==> config.mk <==
export PLATFORM = sky130hd
export DESIGN_NAME = seg7_scan_driver_flat
export DESIGN_NICKNAME = d
export VERILOG_FILES = /design/src/rtl/seg7_scan_driver_if.sv /design/src/rtl/seg7_scan_driver.sv /design/src/flat_wrapper.sv
export SDC_FILE = /design/constraint.sdc
export NUM_CORES = 1
export LEC_CHECK = 0
export ABC_CLOCK_PERIOD_IN_PS = 2270
export BUFFER_PORTS_ARGS = -buffer_cell sky130_fd_sc_hd__buf_2
export CAP_MARGIN = 20
export CORE_UTILIZATION = 58
export DETAILED_ROUTE_END_ITERATION = 10
export HOLD_SLACK_MARGIN = 0.08
export PLACE_DENSITY_LB_ADDON = 0.15
export SYNTH_ARGS = -nofsm -noshare
export SYNTH_HDL_FRONTEND = slang
export SYNTH_SLANG_ARGS = --single-unit
export TNS_END_PERCENT = 10
==> constraint.sdc <==
create_clock -name clk -period 2.27 [get_ports clk]
set_input_delay 0.454 -clock clk [delete_from_list [all_inputs] [get_ports clk]]
set_output_delay 0.454 -clock clk [all_outputs]
set_load 0.05 [all_outputs]
==> src/rtl/seg7_scan_driver_if.sv <==
// Bundle for the multiplexed 7-segment driver: load side (value, dp_in, blank_lz, load)
// and pin side (seg, dp, an, frame_done).
// master = status/counter source that feeds values in; slave = the scan driver itself.
// No handshake: load is a one-cycle strobe that the driver always accepts.
interface seg7_scan_driver_if #(
  parameter int DIGITS = 4
) ();
  logic                  load;
  logic [4*DIGITS-1:0]   value;
  logic [DIGITS-1:0]     dp_in;
  logic                  blank_lz;
  logic [6:0]            seg;
  logic                  dp;
  logic [DIGITS-1:0]     an;
  logic                  frame_done;

  modport master (
    output load, value, dp_in, blank_lz,
    input  seg, dp, an, frame_done
  );

  modport slave (
    input  load, value, dp_in, blank_lz,
    output seg, dp, an, frame_done
  );
endinterface

==> src/rtl/seg7_scan_driver.sv <==
// Multiplexed DIGITS-wide hex display driver with prescaled scan, double-buffered load,
// leading-zero blanking, polarity control and a frame-done strobe.
// Latency: seg/dp/an registered, one cycle after the scan index moves; no backpressure (load always taken).
// Ports: clk, rst_n (async active-low); bus.slave carries load/value/dp_in/blank_lz in and
// seg/dp/an/frame_done out.
module seg7_scan_driver #(
  parameter int DIGITS         = 4,
  parameter int CLK_DIV        = 1000,
  parameter bit SEG_ACTIVE_LOW = 1'b0,
  parameter bit AN_ACTIVE_LOW  = 1'b0
) (
  input  logic              clk,
  input  logic              rst_n,
  seg7_scan_driver_if.slave bus
);

  localparam int PW = (CLK_DIV > 1) ? $clog2(CLK_DIV) : 1;
  localparam int IW = (DIGITS > 1) ? $clog2(DIGITS) : 1;
  localparam logic [PW-1:0]     PRESC_MAX = PW'(CLK_DIV - 1);
  localparam logic [IW-1:0]     IDX_MAX   = IW'(DIGITS - 1);
  // XOR masks that turn "lit/enabled = 1" into the pin level.
  localparam logic [6:0]        SEG_INV   = {7{SEG_ACTIVE_LOW}};
  localparam logic              DP_INV    = SEG_ACTIVE_LOW;
  localparam logic [DIGITS-1:0] AN_INV    = {DIGITS{AN_ACTIVE_LOW}};

  function automatic logic [6:0] hex_to_seg(input logic [3:0] nib);
    logic [6:0] s;
    case (nib)
      4'h0: s = 7'b1111110;
      4'h1: s = 7'b0110000;
      4'h2: s = 7'b1101101;
      4'h3: s = 7'b1111001;
      4'h4: s = 7'b0110011;
      4'h5: s = 7'b1011011;
      4'h6: s = 7'b1011111;
      4'h7: s = 7'b1110000;
      4'h8: s = 7'b1111111;
      4'h9: s = 7'b1111011;
      4'hA: s = 7'b1110111;
      4'hB: s = 7'b0011111;
      4'hC: s = 7'b1001110;
      4'hD: s = 7'b0111101;
      4'hE: s = 7'b1001111;
      default: s = 7'b1000111;
    endcase
    return s;
  endfunction

  logic [PW-1:0]          presc_q, presc_d;
  logic [IW-1:0]          idx_q, idx_d;
  logic [4*DIGITS-1:0]    pend_val_q, pend_val_d;
  logic [DIGITS-1:0]      pend_dp_q, pend_dp_d;
  logic                   pend_flag_q, pend_flag_d;
  logic [4*DIGITS-1:0]    disp_val_q, disp_val_d;
  logic [DIGITS-1:0]      disp_dp_q, disp_dp_d;
  logic                   frame_done_q, frame_done_d;
  logic [6:0]             seg_q, seg_d;
  logic                   dp_q, dp_d;
  logic [DIGITS-1:0]      an_q, an_d;

  logic                   tick;
  logic                   boundary;
  logic                   upper_zero;
  logic [DIGITS-1:0]      lz_dark;
  logic [3:0]             cur_nib;
  logic [6:0]             seg_lit;
  logic [DIGITS-1:0]      an_onehot;

  always_comb begin
    presc_d      = presc_q;
    idx_d        = idx_q;
    pend_val_d   = pend_val_q;
    pend_dp_d    = pend_dp_q;
    pend_flag_d  = pend_flag_q;
    disp_val_d   = disp_val_q;
    disp_dp_d    = disp_dp_q;
    upper_zero   = 1'b1;
    lz_dark      = '0;
    an_onehot    = '0;

    // Prescaler and scan index.
    tick     = (presc_q == PRESC_MAX);
    boundary = tick && (idx_q == IDX_MAX);
    if (tick) begin
      presc_d = '0;
      idx_d   = (idx_q == IDX_MAX) ? '0 : idx_q + IW'(1);
    end else begin
      presc_d = presc_q + PW'(1);
    end

    // Double buffer: display only ever changes on the frame boundary, so a
    // scan never shows a mix of old and new digits.
    if (boundary) begin
      if (bus.load) begin
        disp_val_d = bus.value;
        disp_dp_d  = bus.dp_in;
      end else if (pend_flag_q) begin
        disp_val_d = pend_val_q;
        disp_dp_d  = pend_dp_q;
      end
      pend_flag_d = 1'b0;
    end else if (bus.load) begin
      pend_val_d  = bus.value;
      pend_dp_d   = bus.dp_in;
      pend_flag_d = 1'b1;
    end

    frame_done_d = boundary;

    // Digit i is a leading zero when it and every higher nibble are zero.
    // Digit 0 is excluded so a value of zero still shows "0".
    for (int i = DIGITS - 1; i >= 1; i--) begin
      upper_zero = upper_zero && (disp_val_q[4*i +: 4] == 4'h0);
      lz_dark[i] = upper_zero;
    end

    cur_nib = disp_val_q[{idx_q, 2'b00} +: 4];
    seg_lit = hex_to_seg(cur_nib);
    if (bus.blank_lz && lz_dark[idx_q]) begin
      seg_lit = 7'b0000000;
    end

    for (int i = 0; i < DIGITS; i++) begin
      an_onehot[i] = (idx_q == IW'(i));
    end

    seg_d = seg_lit ^ SEG_INV;
    dp_d  = disp_dp_q[idx_q] ^ DP_INV;
    an_d  = an_onehot ^ AN_INV;
  end

  always_ff @(posedge clk or negedge rst_n) begin
    if (!rst_n) begin
      presc_q      <= '0;
      idx_q        <= '0;
      pend_val_q   <= '0;
      pend_dp_q    <= '0;
      pend_flag_q  <= 1'b0;
      disp_val_q   <= '0;
      disp_dp_q    <= '0;
      frame_done_q <= 1'b0;
      seg_q        <= SEG_INV;
      dp_q         <= DP_INV;
      an_q         <= AN_INV;
    end else begin
      presc_q      <= presc_d;
      idx_q        <= idx_d;
      pend_val_q   <= pend_val_d;
      pend_dp_q    <= pend_dp_d;
      pend_flag_q  <= pend_flag_d;
      disp_val_q   <= disp_val_d;
      disp_dp_q    <= disp_dp_d;
      frame_done_q <= frame_done_d;
      seg_q        <= seg_d;
      dp_q         <= dp_d;
      an_q         <= an_d;
    end
  end

  assign bus.seg        = seg_q;
  assign bus.dp         = dp_q;
  assign bus.an         = an_q;
  assign bus.frame_done = frame_done_q;

endmodule

==> src/flat_wrapper.sv <==
// flat-port wrapper written by rule: the top's interface ports become plain ports
module seg7_scan_driver_flat 
#(
  parameter int DIGITS         = 4,
  parameter int CLK_DIV        = 1000,
  parameter bit SEG_ACTIVE_LOW = 1'b0,
  parameter bit AN_ACTIVE_LOW  = 1'b0
)
  (clk, rst_n, bus_load, bus_value, bus_dp_in, bus_blank_lz, bus_seg, bus_dp, bus_an, bus_frame_done);
  seg7_scan_driver_if #(.DIGITS(DIGITS)) bus_i ();
  input  logic clk;
  input  logic rst_n;
  input wire logic [$bits(bus_i.load)-1:0] bus_load;
  input wire logic [$bits(bus_i.value)-1:0] bus_value;
  input wire logic [$bits(bus_i.dp_in)-1:0] bus_dp_in;
  input wire logic [$bits(bus_i.blank_lz)-1:0] bus_blank_lz;
  output wire logic [$bits(bus_i.seg)-1:0] bus_seg;
  output wire logic [$bits(bus_i.dp)-1:0] bus_dp;
  output wire logic [$bits(bus_i.an)-1:0] bus_an;
  output wire logic [$bits(bus_i.frame_done)-1:0] bus_frame_done;
  assign bus_i.load = bus_load;
  assign bus_i.value = bus_value;
  assign bus_i.dp_in = bus_dp_in;
  assign bus_i.blank_lz = bus_blank_lz;
  assign bus_seg = bus_i.seg;
  assign bus_dp = bus_i.dp;
  assign bus_an = bus_i.an;
  assign bus_frame_done = bus_i.frame_done;
  seg7_scan_driver #(.DIGITS(DIGITS), .CLK_DIV(CLK_DIV), .SEG_ACTIVE_LOW(SEG_ACTIVE_LOW), .AN_ACTIVE_LOW(AN_ACTIVE_LOW)) u_core (.clk(clk), .rst_n(rst_n), .bus(bus_i));
endmodule
==> results of run 1 <==
path summary, 6_finish.rpt:
path | slack, ns | cells past startpoint | endpoint
max | 0.28 | 6 | u_core.bus.seg[3]
min | 0.12 | 1 | u_core.bus.seg[6]
max reg2reg | 0.28 | 6 | u_core.bus.seg[3]
min reg2reg | 0.47 | 1 | u_core.presc_q[0]
max in group asynchronous | 1.55 | 2 | u_core.pend_flag_q
min in group clk | 0.34 | 2 | u_core.pend_val_q[13]
final cells by class:
type | instances | area [µm²]
Timing Repair Buffer | 46 | 280.3
Sequential cell | 66 | 1652
Clock inverter | 5 | 53.80
Clock buffer | 11 | 141.4
Inverter | 5 | 18.77
Tap cell | 72 | 90.09
Fill cell | 413 | 1714
Multi-Input combinational cell | 163 | 1556
placed cells by master, fill, tap and decap left out, drive strengths merged, types with 5 or more instances in the layout:
cell type  Yosys  routed
dfrtp         66      66
mux2          64      64
buf            7      46
nor2          14      14
ha            11      11
clkbuf         4      11
nand2          9       9
o21ai          9       9
xnor2          6       6
mux4           6       6
mux2i          6       6
clkinv         1       5
registers in the layout, summed over array words and instances (netlist names):
register and count:
u_core.bus.seg 7, u_core.pend_val_q 16, u_core.presc_q 10, u_core.pend_dp_q 4, u_core.bus.an 4, u_core.disp_val_q 16
u_core.disp_dp_q 4, u_core.bus.dp 1, u_core.bus.frame_done 1, u_core.idx_q 2, u_core.pend_flag_q 1
Yosys cell counts, drive strengths merged, types with 4 or more instances:
cell	count
inv	4
buf	7
o21ai	9
mux2	64
nand2	9
ha	11
xnor2	6
nor3b	4
clkbuf	4
dfrtp	66
nand3	4
mux2i	6
mux4	6
a21oi	4
nor2	14
cell families (layout without fill, tap and decap cells):
kind of cell             after synthesis  count (layout)  share of synthesized area, %
AO/OA/AOI/OAI                         22              22                         4.504
AND/OR/NAND/NOR                       46              46                         7.381
multiplexers                          76              76                         28.92
adder cells (fa/ha/maj)               11              11                         4.163
flip-flops                            66              66                         49.96
XOR/XNOR                               8               8                         2.120
buffers and inverters                 16              67                         2.952
per-stage QoR:
stage	util (%)	setup WS [ns]	area, µm²	cells	hold slack, ns
6_report	68.87	0.2772	3792	368	0.1246
5_1_grt	68.87	0.09777	3792	368	0.1653
4_1_cts	68.87	0.2648	3792	368	0.1355
3_5_place_dp	65.33	0.2797	3597	352	0.4500
3_3_place_gp	65.33	0.3389	3597	352	0.4457
2_1_floorplan	-	0.2671	3306	245	0.1584
layer usage:
layer / routed length (µm) / up-vias / global-route usage [%]
met5: 0 / - / 0
li1: - / 976 / -
met1: 2626 / 1009 / 27.98
met2: 2663 / 37 / 33.36
met4: 71 / 0 / 7.358
met3: 187 / 6 / 5.294
critical path, stage by stage (launching register included):
cell	delay, ns
dfrtp_1	0.42
mux4_2	0.41
clkinv_1	0.16
ha_1	0.35
inv_1	0.05
mux4_2	0.45
nor2_1	0.09
report_power, final:
part	total, mW	internal [mW]	switching [mW]	leakage [nW]
sequential	1.23	1.21	0.0156	0.820
clock	0.966	0.534	0.432	0.103
combinational	0.141	0.0769	0.0640	0.795
total	2.33	1.82	0.512	1.72
==> impl_metrics.env, run 1 <==
export IMPL_clk_root_buffer_cell="clkbuf_8"
export IMPL_cp_end_kind="flop"
export IMPL_max_clock_path_buffers=2
export IMPL_max_freq_mhz=501.8
export IMPL_design_power_total_mw=2.333
export IMPL_drive_gt1_share_pct=33.45
export IMPL_post_cts_repair_setup_buffers=0
export IMPL_finalHoldViolations=0
export IMPL_result_of_the_run="completed"
export IMPL_final_period_utilization_pct=87.79
export IMPL_synth_edff_count=0
export IMPL_tns_ns=0
export IMPL_htreeDepth=3
export IMPL_num_io_pins=37
export IMPL_grt_pass1_wl_um=9549
export IMPL_remaining_antenna_violation_count=0
export IMPL_routed_via_density=5.511
export IMPL_timing_setup_critical_path_class="reg -> reg"
export IMPL_core_region_area_um2=5507
export IMPL_drt_pre_antenna_iters=4
export IMPL_via_count_of_the_first_global_routing_pass=1984
export IMPL_rows=27
export IMPL_worst_ep_required_time_ns=2.54
export IMPL_cts_hold_repair_buffers=0
export IMPL_antenna_diode_count=0
export IMPL_synthToLayoutAreaGrowth_pct=14.72
export IMPL_pin_count_of_the_biggest_net_entering_global_routing=31
export IMPL_portion_of_the_post_synthesis_area_used_by_sequential_elements_pct=49.96
export IMPL_synth_cells=245
export IMPL_startpoint="u_core.idx_q[0]"
export IMPL_power_leakage_nw=1.719
export IMPL_die_h_um=77.50
export IMPL_initial_core_util_pct=60.03
export IMPL_grt_remaining_overflow=0
export IMPL_crit_arrival_ns=2.26
export IMPL_synth_yosys_warnings=0
export IMPL_power_density_nw_per_um2=615.3
export IMPL_clock_sinks=66
export IMPL_max_slew_margin_rel_pct=59.24
export IMPL_finalWorstPathRequiredPeriod_ns=1.993
export IMPL_worst_hold_path_type="in -> async"
export IMPL_report_final_setup_viol=0
export IMPL_syn_num_nets=280
export IMPL_drt_first_iter_violations=86
export IMPL_detailroute_via_count=2028
export IMPL_dr_wl_cell_um=15.08
export IMPL_ys_flop_type="dfrtp_1"
export IMPL_rr_startpoint="u_core.idx_q[0]"
export IMPL_synth_top_area_share_pct=49.96
export IMPL_final_nets=326
export IMPL_critical_path_peak_fanout=5
export IMPL_drv_max_cap_violation_count=0
export IMPL_crit_path_start_kind="flop"
export IMPL_cts_repair_resize_count=0
export IMPL_netlist_top_cells_area="dfrtp_1 (50%), mux2_1 (14%), mux2_2 (6.8%)"
export IMPL_yosysUniqueCellTypes=41
export IMPL_rsz0062_at_grt="false"
export IMPL_route_detailed_drc=0
export IMPL_cts_inserted_buffers=9
export IMPL_synth_top_cell_by_area="dfrtp_1"
export IMPL_post_synth_cell_area_avg_um2=13.49
export IMPL_port_buffers=36
export IMPL_detailedPlacementHpwl_um=4010
export IMPL_die_area_um2=6005
export IMPL_initial_antenna_violation_count=0
export IMPL_netlist_area_um2=3306
export IMPL_worst_skew_late_latency_ns=0.34
export IMPL_globalRouteTotalUtil_pct=20.98
export IMPL_synth_seq_cells=66
export IMPL_postRouteWirelength_um=5548
export IMPL_finalWeightedCongestion=0.8195
export IMPL_die_w_um=77.50
export IMPL_register_clock_pin_slew_on_the_reported_worst_setup_and_hold_paths_ns=0.07
export IMPL_final_max_slew_violation_count=0
export IMPL_skew_ns=0.01011
export IMPL_cts_tree="yes"
export IMPL_async_flop_share_pct=100.0
export IMPL_peakVddDrop_mv=0.4619
export IMPL_worst_slew_pin_transition_ns=0.6114
Note: power is estimated with default switching activity, not from simulation.
==> inputs of run 2 (changes only) <==
--- a/config.mk
+++ b/config.mk
@@ -11,6 +11,7 @@
 export CORE_UTILIZATION = 58
 export DETAILED_ROUTE_END_ITERATION = 10
 export HOLD_SLACK_MARGIN = 0.08
+export MAX_ROUTING_LAYER = met4
 export PLACE_DENSITY_LB_ADDON = 0.15
 export SYNTH_ARGS = -nofsm -noshare
 export SYNTH_HDL_FRONTEND = slang
==> run 2 against run 1 <==
Against the previous run:
- clock power about the same
- power about the same
- cell count unchanged
- count of clock-buffer cells in the layout stayed put
- via count is 0.20% higher
- design area unchanged
- largest cell class unchanged
- non-clock buffer count is the same
- maximum frequency is 0.24% lower
- register-to-register slack hardly changed
- sequential share of layout area unchanged
- die area unchanged
- global-route usage is 0.61 points higher
- critical endpoint unchanged
==> impl_metrics.env, run 2 (synthesis gave the netlist of run 1 again) <==
export IMPL_die_h_um=77.50
export IMPL_cts_inserted_buffers=9
export IMPL_biggestRegsByFlops="u_core.disp_val_q (16), u_core.pend_val_q (16), u_core.presc_q (10)"
export IMPL_initial_antenna_violation_count=0
export IMPL_die_area_um2=6005
export IMPL_cts_repair_resize_count=0
export IMPL_dr_wl_cell_um=15.14
export IMPL_finalWeightedCongestion=0.8317
export IMPL_via_count_of_the_first_global_routing_pass=1987
export IMPL_synthToLayoutAreaGrowth_pct=14.72
export IMPL_routed_via_density=5.522
export IMPL_post_cts_repair_setup_buffers=0
export IMPL_initial_core_util_pct=60.03
export IMPL_skew_ns=0.01041
export IMPL_register_clock_pin_slew_on_the_reported_worst_setup_and_hold_paths_ns=0.07
export IMPL_timing_setup_critical_path_class="reg -> reg"
export IMPL_ff2ff_path_depth=6
export IMPL_tns_ns=0
export IMPL_layout_cells_most_common_list="dfrtp_1 (66), mux2_1 (40), buf_2 (36), mux2_2 (20), nor2_1 (14)"
export IMPL_worst_slew_pin_transition_ns=0.6092
export IMPL_worst_hold_path_type="in -> async"
export IMPL_detailedPlacementHpwl_um=4010
export IMPL_cts_hold_repair_buffers=0
export IMPL_pin_count_of_the_biggest_net_entering_global_routing=31
export IMPL_worst_skew_late_latency_ns=0.33
export IMPL_die_w_um=77.50
export IMPL_critical_path_peak_fanout=5
export IMPL_max_slew_margin_rel_pct=59.39
export IMPL_drt_pre_antenna_iters=4
export IMPL_finalWorstPathRequiredPeriod_ns=1.998
export IMPL_drive_gt1_share_pct=33.45
export IMPL_crit_path_start_kind="flop"
export IMPL_peakVddDrop_mv=0.4618
export IMPL_remaining_antenna_violation_count=0
export IMPL_utilization_pct=68.87
export IMPL_final_period_utilization_pct=88.00
export IMPL_postRouteWirelength_um=5571
export IMPL_antenna_diode_count=0
export IMPL_layout_cells_most_common="dfrtp_1"
export IMPL_timing_reg2reg_setup_slack_ns=0.27
export IMPL_cp_end_kind="flop"
export IMPL_drt_first_iter_violations=95
export IMPL_cts_tree="yes"
export IMPL_power_density_nw_per_um2=615.3
export IMPL_final_max_slew_violation_count=0
export IMPL_port_buffers=36
export IMPL_clock_sinks=66
export IMPL_rows=27
export IMPL_grt_pass1_wl_um=9549
export IMPL_grt_remaining_overflow=0
export IMPL_final_nets=326
export IMPL_htreeDepth=3
export IMPL_report_final_setup_viol=0
export IMPL_drv_max_cap_violation_count=0
export IMPL_crit_arrival_ns=2.27
export IMPL_worst_ep_required_time_ns=2.54
export IMPL_rsz0062_at_grt="false"
export IMPL_max_freq_mhz=500.6
export IMPL_route_detailed_drc=0
export IMPL_max_clock_path_buffers=2
export IMPL_clk_root_buffer_cell="clkbuf_8"
export IMPL_globalRouteTotalUtil_pct=21.59
export IMPL_core_region_area_um2=5507
export IMPL_detailroute_via_count=2032
export IMPL_power_leakage_nw=1.719
export IMPL_finalHoldViolations=0
export IMPL_num_io_pins=37
export IMPL_result_of_the_run="completed"
==> run 2: cell counts in the layout (fill, tap and decap cells not counted) <==
No cell type changed its count.
==> run 2: worst max-delay path, stage by stage (launching register included) <==
cell and delay [ns]:
dfrtp_1 0.42, mux4_2 0.41, clkinv_1 0.16, ha_1 0.36
inv_1 0.05, mux4_2 0.45, nor2_1 0.09
==> run 2: worst paths after layout <==
path                                         end              start
max                            u_core.bus.seg[3]    u_core.idx_q[0]
min                            u_core.bus.seg[6]              rst_n
max reg2reg                    u_core.bus.seg[3]    u_core.idx_q[0]
min reg2reg                    u_core.presc_q[0]  u_core.presc_q[0]
max in group asynchronous     u_core.pend_flag_q              rst_n
min in group clk           u_core.pend_val_q[13]      bus_value[13]
==> run 2: metrics by stage <==
stage | setup slack [ns] | instances | hold WS [ns] | area [µm²] | power (mW)
floorplan | 0.2671 | 245 | 0.1584 | 3306 | 1.324
global placement | 0.3389 | 352 | 0.4457 | 3597 | 1.390
detailed placement | 0.2797 | 352 | 0.4500 | 3597 | 1.394
CTS | 0.2648 | 368 | 0.1355 | 3792 | 2.365
global route | 0.09777 | 368 | 0.1653 | 3792 | 2.427
finish | 0.2723 | 368 | 0.1249 | 3792 | 2.334
==> run 2: per-layer routing <==
metal  vias up  part of all wire, %  wire length (µm)  global-route usage [%]
met5         -                    0                 0                       -
met4         0                  1.3                70                   7.358
met3         8                  3.2               176                   5.294
met2        36                   48              2667                   33.45
met1      1012                   48              2656                   27.91
li1        976                    -                 -                       -
==> run 2: power breakdown <==
group	total, mW	switching [mW]	internal, mW
registers	1.23	0.0156	1.21
logic	0.141	0.0640	0.0769
clock network	0.966	0.432	0.534
==> run 2: layout make-up <==
type | instances | area [µm²]
inverter | 5 | 18.77
fill | 413 | 1714
multi-input combinational | 163 | 1556
timing repair buffer | 46 | 280.3
clock inverter | 5 | 53.80
clock buffer | 11 | 141.4
sequential | 66 | 1652
tap | 72 | 90.09
==> inputs of run 3 (changes only) <==
--- a/config.mk
+++ b/config.mk
@@ -5,7 +5,7 @@
 export SDC_FILE = /design/constraint.sdc
 export NUM_CORES = 1
 export LEC_CHECK = 0
-export ABC_CLOCK_PERIOD_IN_PS = 2270
+export ABC_CLOCK_PERIOD_IN_PS = 2000
 export BUFFER_PORTS_ARGS = -buffer_cell sky130_fd_sc_hd__buf_2
 export CAP_MARGIN = 20
 export CORE_UTILIZATION = 58
==> constraint.sdc (replaced) <==
create_clock -name clk -period 2 [get_ports clk]
set_input_delay 0.4 -clock clk [delete_from_list [all_inputs] [get_ports clk]]
set_output_delay 0.4 -clock clk [all_outputs]
set_load 0.05 [all_outputs]
==> run 3 against run 2 <==
Against the previous run:
- count of clock-buffer cells in the layout rose by 1
- critical path type unchanged
- core utilization increased by 2.6 points
- die area unchanged
- register-to-register slack got worse by 0.25 ns
==> impl_metrics.env, run 3 (synthesis gave the netlist of run 1 again) <==
export IMPL_globalRouteTotalUtil_pct=23.54
export IMPL_rows=27
export IMPL_pin_count_of_the_biggest_net_entering_global_routing=67
export IMPL_register_clock_pin_slew_on_the_reported_worst_setup_and_hold_paths_ns=0.07
export IMPL_timing_reg2reg_setup_slack_ns=0.02
export IMPL_postRouteWirelength_um=6256
export IMPL_timing_setup_critical_path_class="reg -> reg"
export IMPL_synthToLayoutAreaGrowth_pct=19.04
export IMPL_initial_antenna_violation_count=0
export IMPL_rsz0062_at_grt="true"
export IMPL_routed_via_density=5.592
export IMPL_biggestRegsByFlops="u_core.disp_val_q (16), u_core.pend_val_q (16), u_core.presc_q (10)"
export IMPL_max_freq_mhz=505.5
export IMPL_rr_startpoint="u_core.idx_q[0]"
export IMPL_critical_path_peak_fanout=4
export IMPL_die_w_um=77.50
export IMPL_cp_end_kind="flop"
export IMPL_clk_root_buffer_cell="clkbuf_8"
export IMPL_worst_skew_late_latency_ns=0.35
export IMPL_power_leakage_nw=1.797
export IMPL_die_area_um2=6005
export IMPL_drive_gt1_share_pct=37.66
export IMPL_max_clock_path_buffers=2
export IMPL_detailedPlacementHpwl_um=4166
export IMPL_route_detailed_drc=0
export IMPL_ff2ff_path_depth=6
export IMPL_report_final_setup_viol=0
export IMPL_place_area_um2=3633
export IMPL_grt_remaining_overflow=0
export IMPL_initial_core_util_pct=60.03
export IMPL_worst_slew_pin_transition_ns=0.3728
export IMPL_crit_path_start_kind="flop"
export IMPL_reg2reg_to="u_core.bus.seg[3]"
export IMPL_drv_max_cap_violation_count=0
export IMPL_filler_cell_count=394
export IMPL_crit_arrival_ns=2.26
export IMPL_grt_pass1_wl_um=10270
export IMPL_final_max_slew_violation_count=0
export IMPL_antenna_diode_count=0
export IMPL_worst_ep_required_time_ns=2.28
export IMPL_detailroute_via_count=2125
export IMPL_final_nets=339
export IMPL_port_buffers=36
export IMPL_dr_wl_cell_um=16.46
export IMPL_power_density_nw_per_um2=672.7
export IMPL_utilization_pct=71.46
export IMPL_remaining_antenna_violation_count=0
export IMPL_final_period_utilization_pct=98.92
export IMPL_finalHoldViolations=0
export IMPL_timing_hold_worst_endpoint="u_core.pend_val_q[13]"
export IMPL_num_io_pins=37
export IMPL_clock_sinks=66
export IMPL_timing_hold_worst_path_depth=2
export IMPL_skew_ns=0.01144
export IMPL_finalWeightedCongestion=0.8109
export IMPL_area_sequential_um2=1652
export IMPL_core_region_area_um2=5507
export IMPL_drt_pre_antenna_iters=4
export IMPL_min_from="bus_value[13]"
export IMPL_peakVddDrop_mv=0.4025
export IMPL_drt_first_iter_violations=96
export IMPL_multi_input_area_um2=1577
export IMPL_via_count_of_the_first_global_routing_pass=2163
export IMPL_fin_area_um2=3935
export IMPL_cts_inserted_buffers=9
export IMPL_htreeDepth=3
export IMPL_die_h_um=77.50
export IMPL_result_of_the_run="completed"
export IMPL_layout_cells_most_common="dfrtp_1"
export IMPL_finalWorstPathRequiredPeriod_ns=1.978
export IMPL_worst_hold_path_type="in -> reg"
export IMPL_max_slew_margin_rel_pct=74.92
export IMPL_layout_cells_most_common_list="dfrtp_1 (66), mux2_1 (40), buf_2 (36), mux2_2 (20), buf_4 (18)"
export IMPL_cts_tree="yes"
==> run 3: cell type report <==
cell class	count	area share [%]
repair buffers	59	10.43
multi-input cells	163	40.06
clock inverters	3	1.017
well taps	72	2.289
inverters	5	0.5405
flip-flops and latches	66	41.97
clock buffers	12	3.688
==> run 3: metal layers <==
| layer | GRT usage (%) | wire [µm] | vias up |
|---|---|---|---|
| met5 | - | 0 | - |
| met3 | 4.235 | 218 | 13 |
| met1 | 28.82 | 2718 | 1063 |
| li1 | - | - | 998 |
| met4 | 12.45 | 134 | 0 |
| met2 | 37.35 | 3184 | 51 |
==> run 3: how the worst max path moves through the flow <==
stage	from	endpoint	slack [ns]	cells after the start
3_5_place_dp	u_core.idx_q[0]	u_core.bus.seg[3]	-0.002	6
5_1_grt	u_core.idx_q[0]	u_core.bus.seg[3]	-0.07	6
6_report	u_core.idx_q[0]	u_core.bus.seg[3]	0.02	6
3_3_place_gp	u_core.idx_q[0]	u_core.bus.seg[3]	0.09	6
2_1_floorplan	u_core.idx_q[0]	u_core.bus.seg[3]	0.03	7
4_1_cts	u_core.idx_q[0]	u_core.bus.seg[3]	0.0003	6
==> run 3: per-stage QoR <==
stage | power [mW] | TNS, ns | hold WS (ns) | worst slack (ns) | std cells
3_5_place_dp | 1.586 | -0.002256 | 0.4451 | -0.002256 | 355
2_1_floorplan | 1.503 | 0 | 0.1044 | 0.03247 | 245
3_3_place_gp | 1.580 | 0 | 0.4430 | 0.08686 | 355
6_report | 2.647 | 0 | 0.2762 | 0.02166 | 380
4_1_cts | 2.677 | 0 | 0.2651 | 0.0003058 | 372
5_1_grt | 2.740 | -0.3231 | 0.2807 | -0.07090 | 380
==> run 3: where the power goes <==
part           switching [mW]  leakage (nW)  internal (mW)
sequential             0.0186         0.820           1.38
combinational          0.0751         0.881         0.0892
clock                   0.489        0.0962          0.600
==> run 3: repair_timing <==
item                       4_1_cts  5_1_grt
setup endpoints to repair        2       26
pin swaps                        0        3
hold endpoints to repair        30        0
cloned                           0        1
resized for setup                1        7
hold buffers                     1        0
setup buffers                    1        7
==> run 3: critical path: stages, from the launching register on <==
cell     delay (ns)
dfrtp_1        0.41
mux4_2         0.60
inv_4          0.10
ha_1           0.17
inv_1          0.06
mux4_2         0.47
nor2_1         0.09
